`config.mk`:
```
export PLATFORM = sky130hd
export DESIGN_NAME = gray_conv_arbiter
export DESIGN_NICKNAME = d
export VERILOG_FILES = /design/src/rtl/gray_pkg.sv /design/src/rtl/gray_conv_arbiter_rr_arbiter.sv /design/src/rtl/gray_conv_arbiter.sv
export SDC_FILE = /design/constraint.sdc
export NUM_CORES = 1
export LEC_CHECK = 0
export CAP_MARGIN = 15
export CORE_MARGIN = 3
export CORE_UTILIZATION = 30
export CTS_CLUSTER_SIZE = 20
export DETAILED_ROUTE_END_ITERATION = 10
export SLEW_MARGIN = 5
export SYNTH_ARGS = -nofsm -noshare
export SYNTH_HDL_FRONTEND = slang
export SYNTH_SLANG_ARGS = --single-unit
```
`constraint.sdc`:
```
create_clock -name clk -period 1.85 [get_ports clk]
set_input_delay 0.2775 -clock clk [delete_from_list [all_inputs] [get_ports clk]]
set_output_delay 0.2775 -clock clk [all_outputs]
set_load 0.03 [all_outputs]
```
`src/rtl/gray_pkg.sv`:
```
`default_nettype none
// ============================================================================
//  Module   : gray_pkg
//  Purpose  : Shared helpers for the Gray conversion arbiter: binary-to-Gray
//             conversion function and index-width helper.
//  Revision : 1.0  initial release
// ============================================================================
package gray_pkg;

    // Widest operand the conversion function handles; callers zero-extend.
    localparam int GRAY_MAXW = 64;

    // gray[MSB] = bin[MSB]; gray[i] = bin[i+1] ^ bin[i]. Zero-extension keeps
    // the operand's own MSB unchanged because the bit above it is 0.
    function automatic logic [GRAY_MAXW-1:0] bin2gray(input logic [GRAY_MAXW-1:0] bin);
        return bin ^ (bin >> 1);
    endfunction

    // Index width that never collapses to zero bits.
    function automatic int clog2_min1(input int value);
        return (value <= 2) ? 1 : $clog2(value);
    endfunction

endpackage : gray_pkg
`default_nettype wire

```
`src/rtl/gray_conv_arbiter_rr_arbiter.sv`:
```
`default_nettype none
// ============================================================================
//  Module   : rr_arbiter
//  Purpose  : Round-robin priority search starting at a pointer, wrapping at
//             NREQ-1. Produces an enable-gated one-hot grant and the index.
//  Revision : 1.0  initial release
// ============================================================================
module rr_arbiter #(
    parameter int NREQ = 4,
    parameter int IDW  = 2
) (
    input  logic [NREQ-1:0] req_i,
    input  logic [IDW-1:0]  ptr_i,
    input  logic            en_i,
    output logic [NREQ-1:0] grant_o,
    output logic [IDW-1:0]  idx_o,
    output logic            any_o
);

    logic w_found;

    // First asserted request at or after ptr_i, wrapping modulo NREQ.
    always_comb begin
        w_found = 1'b0;
        idx_o   = '0;
        for (int k = 0; k < NREQ; k++) begin
            int j;
            j = int'(ptr_i) + k;
            if (j >= NREQ) begin
                j = j - NREQ;
            end
            if (!w_found && req_i[j]) begin
                w_found = 1'b1;
                idx_o   = IDW'(j);
            end
        end
    end

    // Grant is withheld entirely when the consumer side cannot take a result.
    always_comb begin
        grant_o = '0;
        if (w_found && en_i) begin
            grant_o[idx_o] = 1'b1;
        end
    end

    assign any_o = w_found;

endmodule : rr_arbiter
`default_nettype wire

```
`src/rtl/gray_conv_arbiter.sv`:
```
`default_nettype none
// ============================================================================
//  Module   : gray_conv_arbiter
//  Purpose  : One binary-to-Gray converter shared by NREQ requesters through a
//             round-robin arbiter, with a one-entry tagged output register.
//  Revision : 1.0  initial release
// ============================================================================
module gray_conv_arbiter
    import gray_pkg::*;
#(
    parameter int N    = 16,
    parameter int NREQ = 4,
    parameter int IDW  = clog2_min1(NREQ),
    parameter int CW   = 16
) (
    input  logic              clk,
    input  logic              rst,
    input  logic [NREQ-1:0]   req_valid,
    input  logic [NREQ*N-1:0] req_binary,
    output logic [NREQ-1:0]   req_ready,
    output logic              out_valid,
    input  logic              out_ready,
    output logic [N-1:0]      out_gray,
    output logic [IDW-1:0]    out_id,
    output logic [CW-1:0]     conv_count
);

    // Output stage occupancy.
    localparam logic [0:0] S_EMPTY = 1'b0;
    localparam logic [0:0] S_FULL  = 1'b1;

    logic [0:0]     state_q,  state_d;
    logic [N-1:0]   gray_q,   gray_d;
    logic [IDW-1:0] id_q,     id_d;
    logic [IDW-1:0] ptr_q,    ptr_d;
    logic [CW-1:0]  count_q,  count_d;

    logic           w_can_accept;
    logic           w_arb_en;
    logic [NREQ-1:0] w_grant;
    logic [IDW-1:0] w_idx;
    logic           w_any;
    logic           w_xfer;
    logic [N-1:0]   w_bin;
    logic [N-1:0]   w_gray;
    logic [IDW-1:0] w_ptr_next;

    // A slot is available when empty or when the held result leaves this cycle.
    assign w_can_accept = (state_q == S_EMPTY) | out_ready;
    // No request is accepted while reset is asserted.
    assign w_arb_en     = w_can_accept & ~rst;

    rr_arbiter #(
        .NREQ (NREQ),
        .IDW  (IDW)
    ) u_arb (
        .req_i   (req_valid),
        .ptr_i   (ptr_q),
        .en_i    (w_arb_en),
        .grant_o (w_grant),
        .idx_o   (w_idx),
        .any_o   (w_any)
    );

    assign w_xfer     = w_any & w_arb_en;
    assign w_bin      = req_binary[int'(w_idx)*N +: N];
    assign w_gray     = N'(bin2gray(GRAY_MAXW'(w_bin)));
    // Explicit wrap so non-power-of-two NREQ never reaches an unused index.
    assign w_ptr_next = (w_idx == IDW'(NREQ - 1)) ? '0 : w_idx + IDW'(1);

    // Next-state: load on transfer, drain on consumer accept, otherwise hold.
    always_comb begin
        state_d = state_q;
        gray_d  = gray_q;
        id_d    = id_q;
        ptr_d   = ptr_q;
        count_d = count_q;
        if (w_xfer) begin
            state_d = S_FULL;
            gray_d  = w_gray;
            id_d    = w_idx;
            ptr_d   = w_ptr_next;
            count_d = count_q + CW'(1);
        end else if ((state_q == S_FULL) && out_ready) begin
            state_d = S_EMPTY;
        end
    end

    // State registers; reset discards any pending result without handshake.
    always_ff @(posedge clk) begin
        if (rst) begin
            state_q <= S_EMPTY;
            gray_q  <= '0;
            id_q    <= '0;
            ptr_q   <= '0;
            count_q <= '0;
        end else begin
            state_q <= state_d;
            gray_q  <= gray_d;
            id_q    <= id_d;
            ptr_q   <= ptr_d;
            count_q <= count_d;
        end
    end

    assign req_ready  = w_grant;
    assign out_valid  = (state_q == S_FULL);
    assign out_gray   = gray_q;
    assign out_id     = id_q;
    assign conv_count = count_q;

endmodule : gray_conv_arbiter
`default_nettype wire

```
==> impl_metrics.csv, run 1 <==
group,metric,value,unit
status,status,"complete, but fails checks",
status,violations,"negative setup slack",
grt,antenna_found_initial,0,
synthesis,syn-cell-area,2370,um^2
floorplanning,die-area,9000,um^2
place,numPortBuffers,109,
synthesis,yosysSeqAreaShare,0.313,
power_and_ir_drop,combPwrFrac,0.597,
floorplanning,boundaryPins,110,
sta,worst_slew_pin_slew,355,ps
power_and_ir_drop,power_frac_seq,0.238,
sta,slew_headroom,0.763,
finish,final_common_cell,"clkdlybuf4s50_1",
routing,num_vias,2418,
floorplanning,core-area,7450,um^2
synthesis,avgSynthCellArea,8.81,um^2
routing,drt_pass1_iterations,4,
grt,grt.total_usage,0.158,
critical_path,start_kind,"flop",
synthesis,synth_cell_type_count,35,
finish,final_util,0.593,
hold_path,hp-class,"primary input to flop",
synthesis,ys_warn_count,0,
clock_tree,cts_buffers,5,
finish,area_growth,86.4,%
power_and_ir_drop,power_switching,1570,uW
synthesis,ys_ff_latch,37,
sta,slew_viol_final,0,
sta,fin_ws,-135,ps
place,place_hpwl,5020,um
sta,tns,-662,ps
critical_path,cp_cell_sequence,"buf_6 -> nand2b_4 -> a2bb2o_4 -> buf_12 -> inv_4 -> ha_4 -> and2_4 -> buf_6",
critical_path,crit_arrival,1710,ps
place,gp_congestion,0.762,
critical_path,cpPeakStageDelay,360,ps
floorplanning,die_h,94.9,um
floorplanning,chipWidth,94.9,um
power_and_ir_drop,p_leak,0.00174,uW
critical_path,end_kind,"output pin",
critical_path,slowest_stage,"dfxtp_4",
critical_path,required,1570,ps
finish,n_antenna_cell,0,
routing,wl_per_cell,14.7,um
sta,fmax,0.504,GHz
clock_tree,root_buffer,"clkbuf_8",
clock_tree,clkLatencyLatePin,290,ps
grt,grt_start_max_net_pins,30,
clock_tree,hold_buffers,0,
place,dpl_cell_area,3650,um^2
sta,skew,7.56,ps
routing,vias_per_cell,4.80,
finish,drive_above_1_share,0.309,
routing,ant_nets,0,
finish,design_area,4420,um^2
sta,hold_violations,0,
clock_tree,clk_path_buf_depth,2,
finish,final_cell_mix,"99 x clkdlybuf4s50_1, 32 x dfxtp_1, 21 x buf_4, 20 x nand3b_1",
clock_tree,cts_tree,"done",
power_and_ir_drop,swShare,0.357,
floorplanning,num_rows,31,
routing,drc,0,
sta,rsz0062_at_grt,"true",
flow_run,maxCapViolations,0,
sta,fin_crit,1990,ps
critical_path,path_max_fanout,4,
routing,routed_wl,7400,um
sta,period_share,1.07,
clock_tree,path_clk_slew,70,ps
grt,grt_pass1_vias,2396,
clock_tree,numClockSinks,37,
synthesis,synthesis.nets,345,
sta,setup_viol,18,
power_and_ir_drop,p_int,2830,uW
critical_path,cpMostUsedCell,"buf_6",
critical_path,critPathKind,"flop to output pin",
clock_tree,h-tree-depth,2,
grt,overflow,0,
power_and_ir_drop,irDropWorstVdd,451,uV
power_and_ir_drop,powerDensity,996,nW/um^2
synthesis,netlist_instances,269,
floorplanning,start_util,0.318,
grt,grt_pass1_wl,11300,um
routing,drt_iter0_drc,52,
finish,final_nets,480,
power_and_ir_drop,clkPwrFrac,0.165,
worst paths after layout:
check / from / endpoint / slack (ps) / cells after the start
worst max-delay path: ptr_q[1]$_SDFFE_PP0P_ / req_ready[2] / -140 / 8
worst min register to register: out_id[0]$_SDFFE_PP0P_ / out_id[0]$_SDFFE_PP0P_ / 470 / 2
worst max register to register: ptr_q[1]$_SDFFE_PP0P_ / out_gray[4]$_SDFFE_PP0P_ / -40 / 9
worst min-delay path: req_valid[3] / ptr_q[0]$_SDFFE_PP0P_ / 430 / 4
cell families (layout without fill, tap and decap cells):
kind of cell / count (synthesis) / count (layout) / synth area share
AOI/OAI and AO/OA: 62 / 62 / 0.197
muxes: 18 / 18 / 0.0760
buffers and inverters: 24 / 160 / 0.0528
adders and majority gates: 5 / 5 / 0.0264
xor gates and xnor gates: 28 / 28 / 0.103
DFF: 37 / 37 / 0.313
and+or+nand+nor: 95 / 95 / 0.232
per-layer routing:
layer	GRT usage	up-vias	wire length (um)
met3	0.0311	9	362
met5	0	-	0
met2	0.273	70	3650
met4	0.0445	0	132
met1	0.199	1122	3260
li1	-	1217	-
cell type report:
type	count	area (um^2)
Clock inverter	2	37.5
Timing Repair Buffer	146	1580
Sequential cell	37	752
Clock buffer	6	82.6
Multi-Input combinational cell	208	1820
Tap cell	99	124
Fill cell	678	3030
Inverter	6	25.0
registers in the layout (all words and copies together), names as in the netlist:
signal	flops
out_id	2
out_gray	16
ptr_q	2
out_valid	1
conv_count	16
synthesized netlist by cell type (all sizes together):
cell    count  area [um^2]
a211o       1         8.76
buf         9         68.8
and2        5         33.8
o32a        1         10.0
nand2      13         48.8
o21ai      21          105
nor2       16         60.1
clkbuf      9         33.8
xor2       13          114
and4        2         17.5
and3        1         6.26
nor3        3         20.0
nand4       4         25.0
inv         6         22.5
xnor2      15          131
a21oi      23          138
nand3b     20          150
a2bb2o      1         20.0
ha          5         62.6
a22o       15          185
or3         4         25.0
nand3       5         25.0
dfxtp      37          741
mux2i      18          180
nand2b     18          113
nor2b       3         18.8
or2         1         6.26
repair_timing:
| item | 4_1_cts | 5_1_grt |
|---|---|---|
| gates cloned | 5 | 2 |
| gates resized for setup | 81 | 21 |
| endpoints found under the setup margin | 24 | 23 |
| buffers inserted | 10 | 0 |
| pin swaps | 27 | 24 |
power groups by stage:
stage	Clock, uW	Sequential, uW	Combinational [uW]
finish	726	1050	2620
global route	781	1070	2770
CTS	752	1050	2470
detailed placement	0	1060	1890
global placement	0	1060	1880
floorplan	0	1330	970
stage by stage:
step / setup WS, ps / hold WS (ps) / total power (uW) / instances
2_1_floorplan: -37.0 / 455 / 2300 / 269
3_3_place_gp: -754 / 462 / 2940 / 479
3_5_place_dp: -766 / 461 / 2950 / 479
4_1_cts: -128 / 421 / 4270 / 502
5_1_grt: -178 / 459 / 4620 / 504
6_report: -135 / 431 / 4400 / 504
critical path: cells and delay by family (launching register included):
| family | cells | cell delay (ps) |
|---|---|---|
| compound gates | 1 | 230 |
| fa+ha+maj | 1 | 150 |
| buf+inv | 4 | 430 |
| flops | 1 | 360 |
| simple gates | 2 | 260 |
(Power assumes the default switching activity.)
==> run 2: changes to the inputs <==
Settings changed: ABC_AREA set to 1, SYNTH_HIERARCHICAL set to 1.
==> run 2 against run 1 <==
The flow still finishes with violations (negative setup slack). Hold slack better by 39 ps. Clock-buffer cell count is 1 lower. Critical path depth is 5 higher. Area after synthesis is 11% higher. Via count is 35% higher. Design area is 0.82% lower. Register-to-register slack worse by 140 ps. Critical endpoint is now req_ready[3]. Largest cell class unchanged.
==> impl_metrics.csv, run 2 <==
group,metric,value,unit
status,status,"complete, but fails checks",
status,violations,"negative setup slack",
finish,area_growth,66.6,%
critical_path,cp_cell_sequence,"inv_6 -> nand2_2 -> nand3_1 -> nand2_2 -> inv_2 -> nand2_1 -> nand2_1 -> nand2_2 -> buf_6 -> inv_2 -> nand2_2 -> nor2_1 -> buf_4",
grt,grt.total_usage,0.174,
power_and_ir_drop,power_frac_seq,0.145,
synthesis,syn-cell-area,2630,um^2
floorplanning,boundaryPins,110,
power_and_ir_drop,powerDensity,1860,nW/um^2
routing,num_vias,3262,
critical_path,critPathLaunch,"ptr_q[0]$_SDFFE_PP0P_",
finish,instances_no_fill,692,
routing,drt_pass1_iterations,4,
place,gp_congestion,0.921,
place,pre_cts_ws,-554,ps
synthesis,ys_warn_count,6,
finish,fillers,866,
sta,skew,5.29,ps
power_and_ir_drop,irDropWorstVdd,930,uV
finish,final_cell_mix,"145 x nand2_1, 101 x clkdlybuf4s50_1, 58 x nand3_1, 38 x nor2_1, 35 x dfxtp_1",
grt,grt_pass1_wl,14100,um
clock_tree,cts_tree,"done",
sta,rsz0062_at_grt,"true",
critical_path,start_kind,"flop",
synthesis,synth_edf_count,0,
finish,drive_above_1_share,0.210,
critical_path,path_max_fanout,9,
routing,vias_per_cell,4.71,
power_and_ir_drop,p_leak,0.00197,uW
finish,final_common_cell,"nand2_1",
hold_path,hp-class,"flop to flop",
clock_tree,h-tree-depth,2,
finish,final_nets,660,
sta,fmax,0.480,GHz
sta,fin_ws,-234,ps
routing,wl_per_cell,12.4,um
clock_tree,root_buffer,"clkbuf_8",
synthesis,yosys.area.top_type,"dfxtp_1",
routing,drc,0,
critical_path,required,1570,ps
synthesis,synth_top_area_share,0.282,
routing,drt_iter0_drc,94,
finish,design_area,4380,um^2
routing,ant_nets,0,
place,numPortBuffers,109,
grt,antenna_found_initial,0,
synthesis,async_reset_ff_frac,0,
floorplanning,num_rows,33,
floorplanning,chipWidth,99.6,um
synthesis,yosysSeqAreaShare,0.282,
sta,slew_headroom,0.728,
critical_path,slowest_stage,"dfxtp_4",
clock_tree,cts_buffers,5,
routing,routed_wl,8570,um
sta,worst_slew_pin_slew,407,ps
sta,slew_viol_final,0,
power_and_ir_drop,combPwrFrac,0.770,
floorplanning,start_util,0.314,
critical_path,reg2reg_depth,18,
grt,grt_start_max_net_pins,34,
critical_path,crit_arrival,1810,ps
floorplanning,die-area,9930,um^2
critical_path,critPathKind,"flop to output pin",
synthesis,ys_ff_latch,37,
power_and_ir_drop,p_int,4020,uW
sta,fin_crit,2080,ps
synthesis,synth_cell_type_count,27,
synthesis,synthesis.nets,528,
clock_tree,clk_path_buf_depth,2,
sta,setup_viol,34,
floorplanning,die_h,99.6,um
grt,grt_pass1_vias,3118,
floorplanning,core-area,8380,um^2
critical_path,cpPeakStageDelay,380,ps
clock_tree,clkLatencyLatePin,290,ps
power_and_ir_drop,clkPwrFrac,0.085,
clock_tree,hold_buffers,0,
critical_path,reg2reg_to,"out_gray[14]$_SDFFE_PP0P_",
critical_path,end_kind,"output pin",
critical_path,timing.rr.start,"ptr_q[0]$_SDFFE_PP0P_",
synthesis,synthTopCellsByArea,"dfxtp_1 28%, nand2_1 26%, nand3_1 13%",
place,place_hpwl,6600,um
synthesis,netlist_instances,455,
clock_tree,path_clk_slew,70,ps
critical_path,regToRegSetupSlack,-180,ps
synthesis,synth_flop_cell,"dfxtp_1",
synthesis,yosysMostFrequentCell,"nand2_1",
finish,n_antenna_cell,0,
critical_path,critPathTopFamily,"simple AND/OR/NAND/NOR gates",
critical_path,crit_end,"req_ready[3]",
clock_tree,numClockSinks,37,
finish,final_util,0.523,
sta,hold_violations,0,
power_and_ir_drop,swShare,0.506,
grt,overflow,0,
power_and_ir_drop,p_total,8140,uW
critical_path,crit_buf_inv,5,
synthesis,synth.top_cells.by_count,"179 x nand2_1, 69 x nand3_1, 43 x nor2_1",
critical_path,cpMostUsedCell,"nand2_2",
flow_run,maxCapViolations,0,
sta,period_share,1.13,
critical_path,cp.depth,13,
power_and_ir_drop,power_switching,4120,uW
place,dpl_cell_area,3970,um^2
synthesis,avgSynthCellArea,5.78,um^2
place,dp.cells,676,
run 2: changes by cell type after synthesis, sizes merged, moves of 18 or more:
cell    before  now
mux2i       18    0
inv          6   46
nand3        5   71
nand3b      20    0
nand2b      18    0
nand2       13  182
nor2        16   47
run 2: worst min-delay path by stage:
| stage | endpoint | from | cells past startpoint | slack, ps |
|---|---|---|---|---|
| after floorplan | ptr_q[0]$_SDFFE_PP0P_ | rst | 1 | 340 |
| after global placement | out_gray[5]$_SDFFE_PP0P_ | out_gray[5]$_SDFFE_PP0P_ | 2 | 460 |
| after detailed placement | out_gray[1]$_SDFFE_PP0P_ | out_gray[1]$_SDFFE_PP0P_ | 2 | 470 |
| after CTS | out_gray[10]$_SDFFE_PP0P_ | out_gray[10]$_SDFFE_PP0P_ | 2 | 480 |
| after global routing | out_gray[7]$_SDFFE_PP0P_ | out_gray[7]$_SDFFE_PP0P_ | 2 | 500 |
| final | out_id[0]$_SDFFE_PP0P_ | out_id[0]$_SDFFE_PP0P_ | 2 | 470 |
run 2: power groups by stage:
stage / Clock, uW / Combinational, uW / Sequential, uW
final: 690 / 6270 / 1180
after global placement: 0 / 5310 / 1210
after global routing: 751 / 6960 / 1220
after CTS: 711 / 5790 / 1190
after detailed placement: 0 / 5380 / 1210
after floorplan: 0 / 3460 / 1520
run 2: logic make-up (layout without fill, tap and decap cells):
family	Yosys count	after routing	synth area share
simple gates	314	314	0.514
buf+inv	65	197	0.123
flops	37	37	0.282
compound gates	36	36	0.0685
fa+ha+maj	2	2	0.00951
xor+xnor	1	1	0.00333
run 2: metal layers:
layer	vias to the layer above	wire length [um]	GRT usage
met5	-	0	0
met4	0	100	0.0473
met3	9	757	0.0596
met2	120	3930	0.292
met1	1428	3780	0.213
li1	1705	-	-
run 2: layout make-up:
type	count	area (um^2)	share of cell area
clock buffers	5	68.8	0.0157
multi-input cells	353	1760	0.402
clock inverters	2	35.0	0.00800
well taps	105	131	0.0300
flip-flops and latches	37	746	0.170
repair buffers	144	1440	0.329
inverters	46	199	0.0454
run 2: timing repair:
action	in CTS	in global routing
gates cloned	0	0
endpoints found under the setup margin	36	40
pin swaps	26	5
resized for setup	51	35
buffers inserted	6	3
run 2: worst min-delay path, cell delays in order, from the launching register on:
cell	delay [ps]
dfxtp_1	330
o21ai_1	70
inv_1	40
run 2: per-stage QoR:
stage          TNS, ps  hold WS [ps]
2_1_floorplan     -471           339
3_3_place_gp    -13310           463
3_5_place_dp    -14810           468
4_1_cts          -4110           481
5_1_grt          -9160           495
6_report         -3680           470
==> run 3: changes to the inputs <==
Settings changed: CAP_MARGIN 15 to unset.
==> results of run 3 <==
Final layout, timing and power as in run 2 (identical DEF).
